**src/rtl/bus_pkg.sv**
```systemverilog
// Shared types for the bus scheduler: dual-rail bit encoding, FSM states and helpers.
// A dual-rail bit is {t, f}. 00 is NULL, 10 is logic 1, 01 is logic 0, and 11 is illegal.
package bus_pkg;

  localparam int SIZE = 4;

  typedef logic [1:0] dual_t;

  localparam dual_t DUAL_NULL = 2'b00;

  typedef enum logic [1:0] {
    IDLE = 2'd0,
    WAIT = 2'd1,
    RESP = 2'd2
  } state_t;

  // A dual-rail bit carries a value only when exactly one rail is high.
  function automatic logic dual_valid(input dual_t d);
    return d[1] ^ d[0];
  endfunction

endpackage

```
**src/rtl/bus_scheduler_if.sv**
```systemverilog
// User-side request/response signals and the shared dual-rail resource port of bus_scheduler.
interface bus_scheduler_if #(
  parameter int USERS  = 4,
  parameter int INPUT  = bus_pkg::SIZE,
  parameter int OUTPUT = bus_pkg::SIZE
);

  logic [USERS-1:0]                           user_req;
  bus_pkg::dual_t [USERS-1:0][INPUT-1:0]      user_input;
  logic [USERS-1:0]                           user_ack;
  logic [USERS-1:0]                           user_valid;
  bus_pkg::dual_t [OUTPUT-1:0]                user_output;
  logic                                       user_err;
  bus_pkg::dual_t [INPUT-1:0]                 in;
  bus_pkg::dual_t [OUTPUT-1:0]                out;

  // The scheduler side.
  modport slave (
    input  user_req, user_input, out,
    output user_ack, user_valid, user_output, user_err, in
  );

  // Requesters plus the shared resource.
  modport master (
    output user_req, user_input, out,
    input  user_ack, user_valid, user_output, user_err, in
  );

endinterface

```
**src/rtl/done.sv**
```systemverilog
// Two-phase completion detect: every dual-rail bit is valid and has changed since the last completion.
module done import bus_pkg::*; #(
  parameter int WIDTH = SIZE
) (
  input  dual_t [WIDTH-1:0] cur,
  input  dual_t [WIDTH-1:0] prev,
  output logic              done_out
);

  logic [WIDTH-1:0] bit_done;

  for (genvar gi = 0; gi < WIDTH; gi++) begin : g_bit
    assign bit_done[gi] = dual_valid(cur[gi]) && (cur[gi] != prev[gi]);
  end

  assign done_out = &bit_done;

endmodule

```
**src/rtl/rr_arbiter.sv**
```systemverilog
// Combinational round-robin arbiter: picks the first requester at or after the pointer, wrapping.
module rr_arbiter #(
  parameter  int USERS = 4,
  localparam int PW    = $clog2(USERS)
) (
  input  logic [USERS-1:0] req,
  input  logic [PW-1:0]    pointer,
  output logic [USERS-1:0] gnt,
  output logic [PW-1:0]    idx,
  output logic             any
);

  logic [PW:0] pos;

  always_comb begin
    pos = '0;
    idx = '0;
    any = 1'b0;
    for (int i = 0; i < USERS; i++) begin
      // One extra bit so pointer + offset never overflows before the wrap.
      pos = {1'b0, pointer} + (PW+1)'(i);
      if (pos >= (PW+1)'(USERS)) begin
        pos = pos - (PW+1)'(USERS);
      end
      if (!any && req[pos[PW-1:0]]) begin
        any = 1'b1;
        idx = pos[PW-1:0];
      end
    end
    gnt = any ? (USERS'(1) << idx) : '0;
  end

endmodule

```
**src/rtl/bus_scheduler.sv**
```systemverilog
// Round-robin scheduler sharing one two-phase dual-rail resource among USERS requesters,
// with a completion glitch filter and a timeout watchdog for a stalled resource.
module bus_scheduler import bus_pkg::*; #(
  parameter int USERS   = 4,
  parameter int INPUT   = SIZE,
  parameter int OUTPUT  = SIZE,
  parameter int TIMEOUT = 255
) (
  input  logic            clk,
  input  logic            reset,
  bus_scheduler_if.slave  bus,
  output logic            busy,
  output logic            stray
);

  localparam int PW = $clog2(USERS);
  localparam int CW = $clog2(TIMEOUT + 1);
  localparam logic [CW-1:0] CNT_MAX = CW'(TIMEOUT);

  state_t                 state_reg, state_next;
  logic [PW-1:0]          ptr_reg, ptr_next;
  logic [PW-1:0]          gnt_reg, gnt_next;
  logic [CW-1:0]          cnt_reg, cnt_next;
  logic                   err_reg, err_next;
  logic [USERS-1:0]       ack_reg, ack_next;
  logic                   stray_reg, stray_next;
  dual_t [INPUT-1:0]      in_reg, in_next;
  dual_t [OUTPUT-1:0]     result_reg, result_next;
  dual_t [OUTPUT-1:0]     prev_out_reg, prev_out_next;
  dual_t [OUTPUT-1:0]     out_q;

  logic                   done_out;
  logic                   done_q;
  logic                   done_stable;

  logic [USERS-1:0]       arb_gnt;
  logic [PW-1:0]          arb_idx;
  logic                   arb_any;
  logic [USERS-1:0]       valid_vec;

  rr_arbiter #(
    .USERS (USERS)
  ) u_arb (
    .req     (bus.user_req),
    .pointer (ptr_reg),
    .gnt     (arb_gnt),
    .idx     (arb_idx),
    .any     (arb_any)
  );

  done #(
    .WIDTH (OUTPUT)
  ) u_done (
    .cur      (out_q),
    .prev     (prev_out_reg),
    .done_out (done_out)
  );

  // The resource is asynchronous to us; sample it once before any decision.
  always_ff @(posedge clk) begin
    out_q <= bus.out;
  end

  // A completion must persist for two cycles to count, so skewed rail transitions are ignored.
  assign done_stable = done_out && done_q;

  always_comb begin
    state_next    = state_reg;
    ptr_next      = ptr_reg;
    gnt_next      = gnt_reg;
    cnt_next      = cnt_reg;
    err_next      = err_reg;
    in_next       = in_reg;
    result_next   = result_reg;
    prev_out_next = prev_out_reg;
    ack_next      = '0;
    stray_next    = 1'b0;

    case (state_reg)
      IDLE: begin
        if (done_stable) begin
          stray_next    = 1'b1;
          prev_out_next = out_q;
        end
        if (arb_any) begin
          gnt_next   = arb_idx;
          in_next    = bus.user_input[arb_idx];
          ack_next   = arb_gnt;
          cnt_next   = '0;
          err_next   = 1'b0;
          state_next = WAIT;
        end
      end

      WAIT: begin
        if (cnt_reg != CNT_MAX) begin
          cnt_next = cnt_reg + CW'(1);
        end
        if (done_stable) begin
          result_next   = out_q;
          prev_out_next = out_q;
          err_next      = 1'b0;
          state_next    = RESP;
        end else if (cnt_reg == CNT_MAX) begin
          // Resync the reference so a late completion is not mistaken for the next one.
          err_next      = 1'b1;
          prev_out_next = out_q;
          state_next    = RESP;
        end
      end

      RESP: begin
        ptr_next   = (gnt_reg == PW'(USERS - 1)) ? '0 : gnt_reg + PW'(1);
        state_next = IDLE;
      end

      default: begin
        state_next = IDLE;
      end
    endcase
  end

  always_ff @(posedge clk) begin
    if (reset) begin
      state_reg    <= IDLE;
      ptr_reg      <= '0;
      gnt_reg      <= '0;
      cnt_reg      <= '0;
      err_reg      <= 1'b0;
      ack_reg      <= '0;
      stray_reg    <= 1'b0;
      in_reg       <= {INPUT{DUAL_NULL}};
      result_reg   <= {OUTPUT{DUAL_NULL}};
      prev_out_reg <= out_q;
      done_q       <= 1'b0;
    end else begin
      state_reg    <= state_next;
      ptr_reg      <= ptr_next;
      gnt_reg      <= gnt_next;
      cnt_reg      <= cnt_next;
      err_reg      <= err_next;
      ack_reg      <= ack_next;
      stray_reg    <= stray_next;
      in_reg       <= in_next;
      result_reg   <= result_next;
      prev_out_reg <= prev_out_next;
      done_q       <= done_out;
    end
  end

  for (genvar gi = 0; gi < USERS; gi++) begin : g_valid
    assign valid_vec[gi] = (state_reg == RESP) && (gnt_reg == PW'(gi));
  end

  assign bus.user_valid  = valid_vec;
  assign bus.user_ack    = ack_reg;
  assign bus.user_output = result_reg;
  assign bus.user_err    = (state_reg == RESP) && err_reg;
  assign bus.in          = in_reg;
  assign busy            = (state_reg != IDLE);
  assign stray           = stray_reg;

endmodule

```
**src/flat_wrapper.sv**
```systemverilog
// flat-port wrapper written by rule: the top's interface ports become plain ports
module bus_scheduler_flat import bus_pkg::*;
#(
  parameter int USERS   = 4,
  parameter int INPUT   = SIZE,
  parameter int OUTPUT  = SIZE,
  parameter int TIMEOUT = 255
)
  (clk, reset, busy, stray, bus_user_req, bus_user_input, bus_out, bus_user_ack, bus_user_valid, bus_user_output, bus_user_err, bus_in);
  bus_scheduler_if #(.USERS(USERS), .INPUT(INPUT), .OUTPUT(OUTPUT)) bus_i ();
  input  logic clk;
  input  logic reset;
  output logic busy;
  output logic stray;
  input wire logic [$bits(bus_i.user_req)-1:0] bus_user_req;
  input wire logic [$bits(bus_i.user_input)-1:0] bus_user_input;
  input wire logic [$bits(bus_i.out)-1:0] bus_out;
  output wire logic [$bits(bus_i.user_ack)-1:0] bus_user_ack;
  output wire logic [$bits(bus_i.user_valid)-1:0] bus_user_valid;
  output wire logic [$bits(bus_i.user_output)-1:0] bus_user_output;
  output wire logic [$bits(bus_i.user_err)-1:0] bus_user_err;
  output wire logic [$bits(bus_i.in)-1:0] bus_in;
  assign bus_i.user_req = bus_user_req;
  assign bus_i.user_input = bus_user_input;
  assign bus_i.out = bus_out;
  assign bus_user_ack = bus_i.user_ack;
  assign bus_user_valid = bus_i.user_valid;
  assign bus_user_output = bus_i.user_output;
  assign bus_user_err = bus_i.user_err;
  assign bus_in = bus_i.in;
  bus_scheduler #(.USERS(USERS), .INPUT(INPUT), .OUTPUT(OUTPUT), .TIMEOUT(TIMEOUT)) u_core (.clk(clk), .reset(reset), .bus(bus_i), .busy(busy), .stray(stray));
endmodule
```
**config.mk**
```make
export PLATFORM = sky130hd
export DESIGN_NAME = bus_scheduler_flat
export DESIGN_NICKNAME = d
export VERILOG_FILES = /design/src/rtl/bus_pkg.sv /design/src/rtl/bus_scheduler_if.sv /design/src/rtl/done.sv /design/src/rtl/rr_arbiter.sv /design/src/rtl/bus_scheduler.sv /design/src/flat_wrapper.sv
export SDC_FILE = /design/constraint.sdc
export NUM_CORES = 1
export LEC_CHECK = 0
export ABC_AREA = 1
export CAP_MARGIN = 20
export CORE_MARGIN = 4
export CORE_UTILIZATION = 44
export DETAILED_ROUTE_END_ITERATION = 6
export GPL_TIMING_DRIVEN = 1
export PLACE_DENSITY = 0.87
export SYNTH_ARGS = -nofsm -noshare
export SYNTH_HDL_FRONTEND = slang
export SYNTH_SLANG_ARGS = --single-unit
```
**constraint.sdc**
```tcl
create_clock -name clk -period 1.6 [get_ports clk]
set_input_delay 0.32 -clock clk [delete_from_list [all_inputs] [get_ports clk]]
set_output_delay 0.32 -clock clk [all_outputs]
set_load 0.01 [all_outputs]
```
==> metrics.md <==
| Metric | Value |
|---|---|
| Outcome | `complete, but fails checks` |
| Failing checks | `negative setup slack` |
| Int Power | `2.819 mW` |
| Post-synthesis cell type count | `33` |
| Leakage power | `2.097 nW` |
| Sequential share of power | `35.7%` |
| Reg2Reg Capture Point | `u_core.bus.in[5]$_SDFFE_PP0P_` |
| Port Buffers | `72` |
| Hold_buf cts | `0` |
| Finished Cell Area | `0.004456 mm²` |
| Root buffer cell | `clkbuf_8` |
| Placed Cells incl. Taps | `559` |
| DRC | `0` |
| Drt first pass iters | `6` |
| Most frequent cells in the layout | `94 x nand2_1, 66 x clkdlybuf4s50_1, 55 x inv_1, 41 x buf_4, 35 x dfxtp_1` |
| Setup TNS Final | `-8.121 ns` |
| Sw Pwr | `1.620 mW` |
| Htree depth | `2` |
| Sw Ratio | `36.49%` |
| Critical path required time | `1.85 ns` |
| Via count | `3,276` |
| Die X | `86.99 µm` |
| Sequential element share of the synthesized area | `41.57%` |
| Syn Inst Count | `387` |
| HP Start | `bus_out[3]` |
| Reg-to-reg startpoint | `u_core.ptr_reg[0]$_SDFFE_PP0P_` |
| Final core occ | `74.37%` |
| Type of the worst min-delay path | `in2reg` |
| Crit end category | `register` |
| GR Util All Layers | `21.62%` |
| Die ar. | `0.007566 mm²` |
| Worst skew pair latency | `0.31 ns` |
| Net Count, Synth | `438` |
| R2R Setup Slk | `-0.46 ns` |
| Reg2reg path depth | `14` |
| Pin count of the biggest net entering global routing | `17` |
| Max-cap violation count | `0` |
| Endpoints failing hold | `0` |
| Routability Congestion | `0.9239` |
| Floorplan core area | `0.005991 mm²` |
| Clk sinks | `53` |
| Nets | `567` |
| Final antenna-violating net count | `0` |
| DRT iter0 DRCs | `261` |
| Setup ws final | `-0.4591 ns` |
| Max-Slew Margin vs Limit | `75.78%` |
| Total Wirelength | `10.16 mm` |
| Starting Density | `45.82%` |
| First-pass GRT wire length | `13.06 mm` |
| Final setup fails | `24` |
| Crit path DAT | `2.31 ns` |
| Clock group share of total power | `20.5%` |
| Max VDD drop | `0.0005204 V` |
| Hold EP | `u_core.out_q[3]$_DFF_P_` |
| ANT cells | `0` |
| Area post-placement | `0.003775 mm²` |
| Maximum root-to-sink buffer count | `2` |
| Final min period | `2.059 ns` |
| CTS tree | `done` |
| Achievable frequency | `485.7 MHz` |
| Area Growth Syn to Fin | `62.31%` |
| Vias/cell | `5.534` |
| Initial antenna violation count | `0` |
| CTS Buf Count | `5` |
| CP Max Fanout | `10` |
| Layout cell share with drive strength beyond 1 | `31.53%` |
| Final Max Slew Viols | `0` |
| Height of the chip | `86.99 µm` |
| Fin crit share | `128.7%` |
| Pwr dens | `996.2 mW/mm²` |
| Share of total power in combinational logic | `43.8%` |
| Worst setup SP type | `register` |
| Critical path type | `reg2reg` |
| RSZ-0062 raised after global routing | `true` |
| Finished Layout Cells | `592` |
| Tot Pwr | `4.439 mW` |
| Synth Register Bits | `53` |
| Final clock skew | `0.01300 ns` |
| Synth warn | `0` |
| Commonest non-fill, non-tap cell in the layout | `nand2_1` |
| Worst-margin pin slew | `0.3595 ns` |
| Post-Syn Area per Cell | `7.093 µm²` |
| Dpl hpwl | `5.353 mm` |
| Routed wire length per instance | `17.17 µm` |
| Post-Syn Area | `0.002745 mm²` |
| Reg clk slew, reported paths | `0.10 ns` |
| Boundary Pins | `73` |
| GRT overflow | `0` |
| Worst Hold Depth | `1` |
| Vias in the first global route | `2,961` |
| Core Rows | `28` |
[power by group through the flow]
stage | Combinational [mW] | Sequential (mW) | Clock, mW
6_report | 1.95 | 1.58 | 0.910
5_1_grt | 2.05 | 1.60 | 0.973
4_1_cts | 1.42 | 1.57 | 0.912
3_5_place_dp | 1.31 | 1.59 | 0
3_3_place_gp | 1.28 | 1.59 | 0
2_1_floorplan | 0.731 | 1.61 | 0
[cell families (layout without fill, tap and decap cells)]
logic type	after synthesis	in the layout	synth area share, %
AND/OR/NAND/NOR	206	211	34.32
buffers and inverters	82	207	12.90
flip-flops	53	53	41.57
AO/OA/AOI/OAI	39	39	8.296
adder cells (fa/ha/maj)	5	5	2.279
XOR/XNOR	2	2	0.6382
[through the flow]
stage          worst slack, ns  hold WS [ns]
5_1_grt                -0.5163        0.4323
3_5_place_dp           -0.5362        0.4428
6_report               -0.4591        0.4392
2_1_floorplan         0.003505        0.3477
3_3_place_gp           -0.4810        0.4409
4_1_cts                -0.1844        0.4367
[cells in the mapped netlist]
| cell type | instances | share of area [%] |
|---|---|---|
| inv_1 | 64 | 8.8 |
| o21ai_1 | 2 | 0.36 |
| nor2_2 | 2 | 0.46 |
| o21ai_0 | 14 | 2.6 |
| clkinv_1 | 1 | 0.14 |
| ha_1 | 5 | 2.3 |
| dfxtp_1 | 45 | 33 |
| edfxtp_1 | 8 | 8.8 |
| nor2_1 | 24 | 3.3 |
| a211oi_1 | 1 | 0.27 |
| and3_1 | 1 | 0.23 |
| nand4_1 | 19 | 4.3 |
| nor2_4 | 1 | 0.41 |
| nand2_4 | 1 | 0.41 |
| nand2_2 | 7 | 1.6 |
| nand2_1 | 116 | 16 |
| buf_2 | 3 | 0.55 |
| a21oi_4 | 1 | 0.59 |
| inv_6 | 1 | 0.32 |
| xor2_1 | 2 | 0.64 |
| nand3_4 | 2 | 1.3 |
| o211ai_1 | 3 | 0.82 |
| buf_6 | 4 | 1.6 |
| a21oi_1 | 16 | 2.9 |
| nor3b_1 | 1 | 0.27 |
| buf_4 | 2 | 0.55 |
| nor3_1 | 4 | 0.73 |
| clkbuf_1 | 2 | 0.27 |
| nand3_1 | 26 | 4.7 |
| inv_2 | 5 | 0.68 |
| a21oi_2 | 1 | 0.32 |
| o211ai_2 | 1 | 0.46 |
| nand3_2 | 2 | 0.73 |
[area by class of cell]
class / count / area (µm²)
clock buffers: 6 / 72.57
clock inverters: 2 / 35.03
fillers: 385 / 1535
inverters: 71 / 290.3
multi-input cells: 257 / 1575
flip-flops and latches: 53 / 1156
well taps: 75 / 93.84
repair buffers: 127 / 1224
repair inverters: 1 / 8.758
[layer usage]
layer,part of all wire (%),vias up,track usage (%)
li1,-,1494,-
met1,36,1480,24.33
met2,49,229,37.41
met3,9.4,73,5.014
met4,6.2,0,11.90
met5,0,-,0
[worst max-delay path, stage by stage (launching register included)]
cell and delay (ns):
dfxtp_4 0.39, buf_12 0.13, inv_8 0.05, nand2_1 0.08
nand2_1 0.09, nand2_2 0.08, nand2_2 0.06, nor2_4 0.23
nand3_4 0.20, buf_8 0.20, nand4_1 0.12, nand3_1 0.14
nand2_1 0.11, nand2_1 0.06, nand2_1 0.07
[timing repair]
| action | 4_1_cts | 5_1_grt |
|---|---|---|
| setup endpoints to repair | 37 | 46 |
| setup buffers | 1 | 15 |
| cloned | 3 | 6 |
| gates resized for setup | 41 | 84 |
| pin swaps | 8 | 45 |
[worst max path at each step]
stage,start,to,slack (ns),depth (start not counted)
final,u_core.ptr_reg[0]$_SDFFE_PP0P_,u_core.bus.in[5]$_SDFFE_PP0P_,-0.46,14
after global routing,u_core.ptr_reg[0]$_SDFFE_PP0P_,u_core.bus.in[7]$_SDFFE_PP0P_,-0.52,14
after CTS,u_core.ptr_reg[0]$_SDFFE_PP0P_,u_core.cnt_reg[3]$_SDFFE_PP0P_,-0.18,13
after detailed placement,bus_user_req[0],u_core.bus.user_ack[2]$_SDFF_PP0_,-0.54,12
after global placement,bus_user_req[1],u_core.bus.user_ack[2]$_SDFF_PP0_,-0.48,12
after floorplan,u_core.ptr_reg[0]$_SDFFE_PP0P_,u_core.cnt_reg[6]$_SDFFE_PP0P_,0.004,12
No activity file was read; power rests on OpenSTA's default activity.
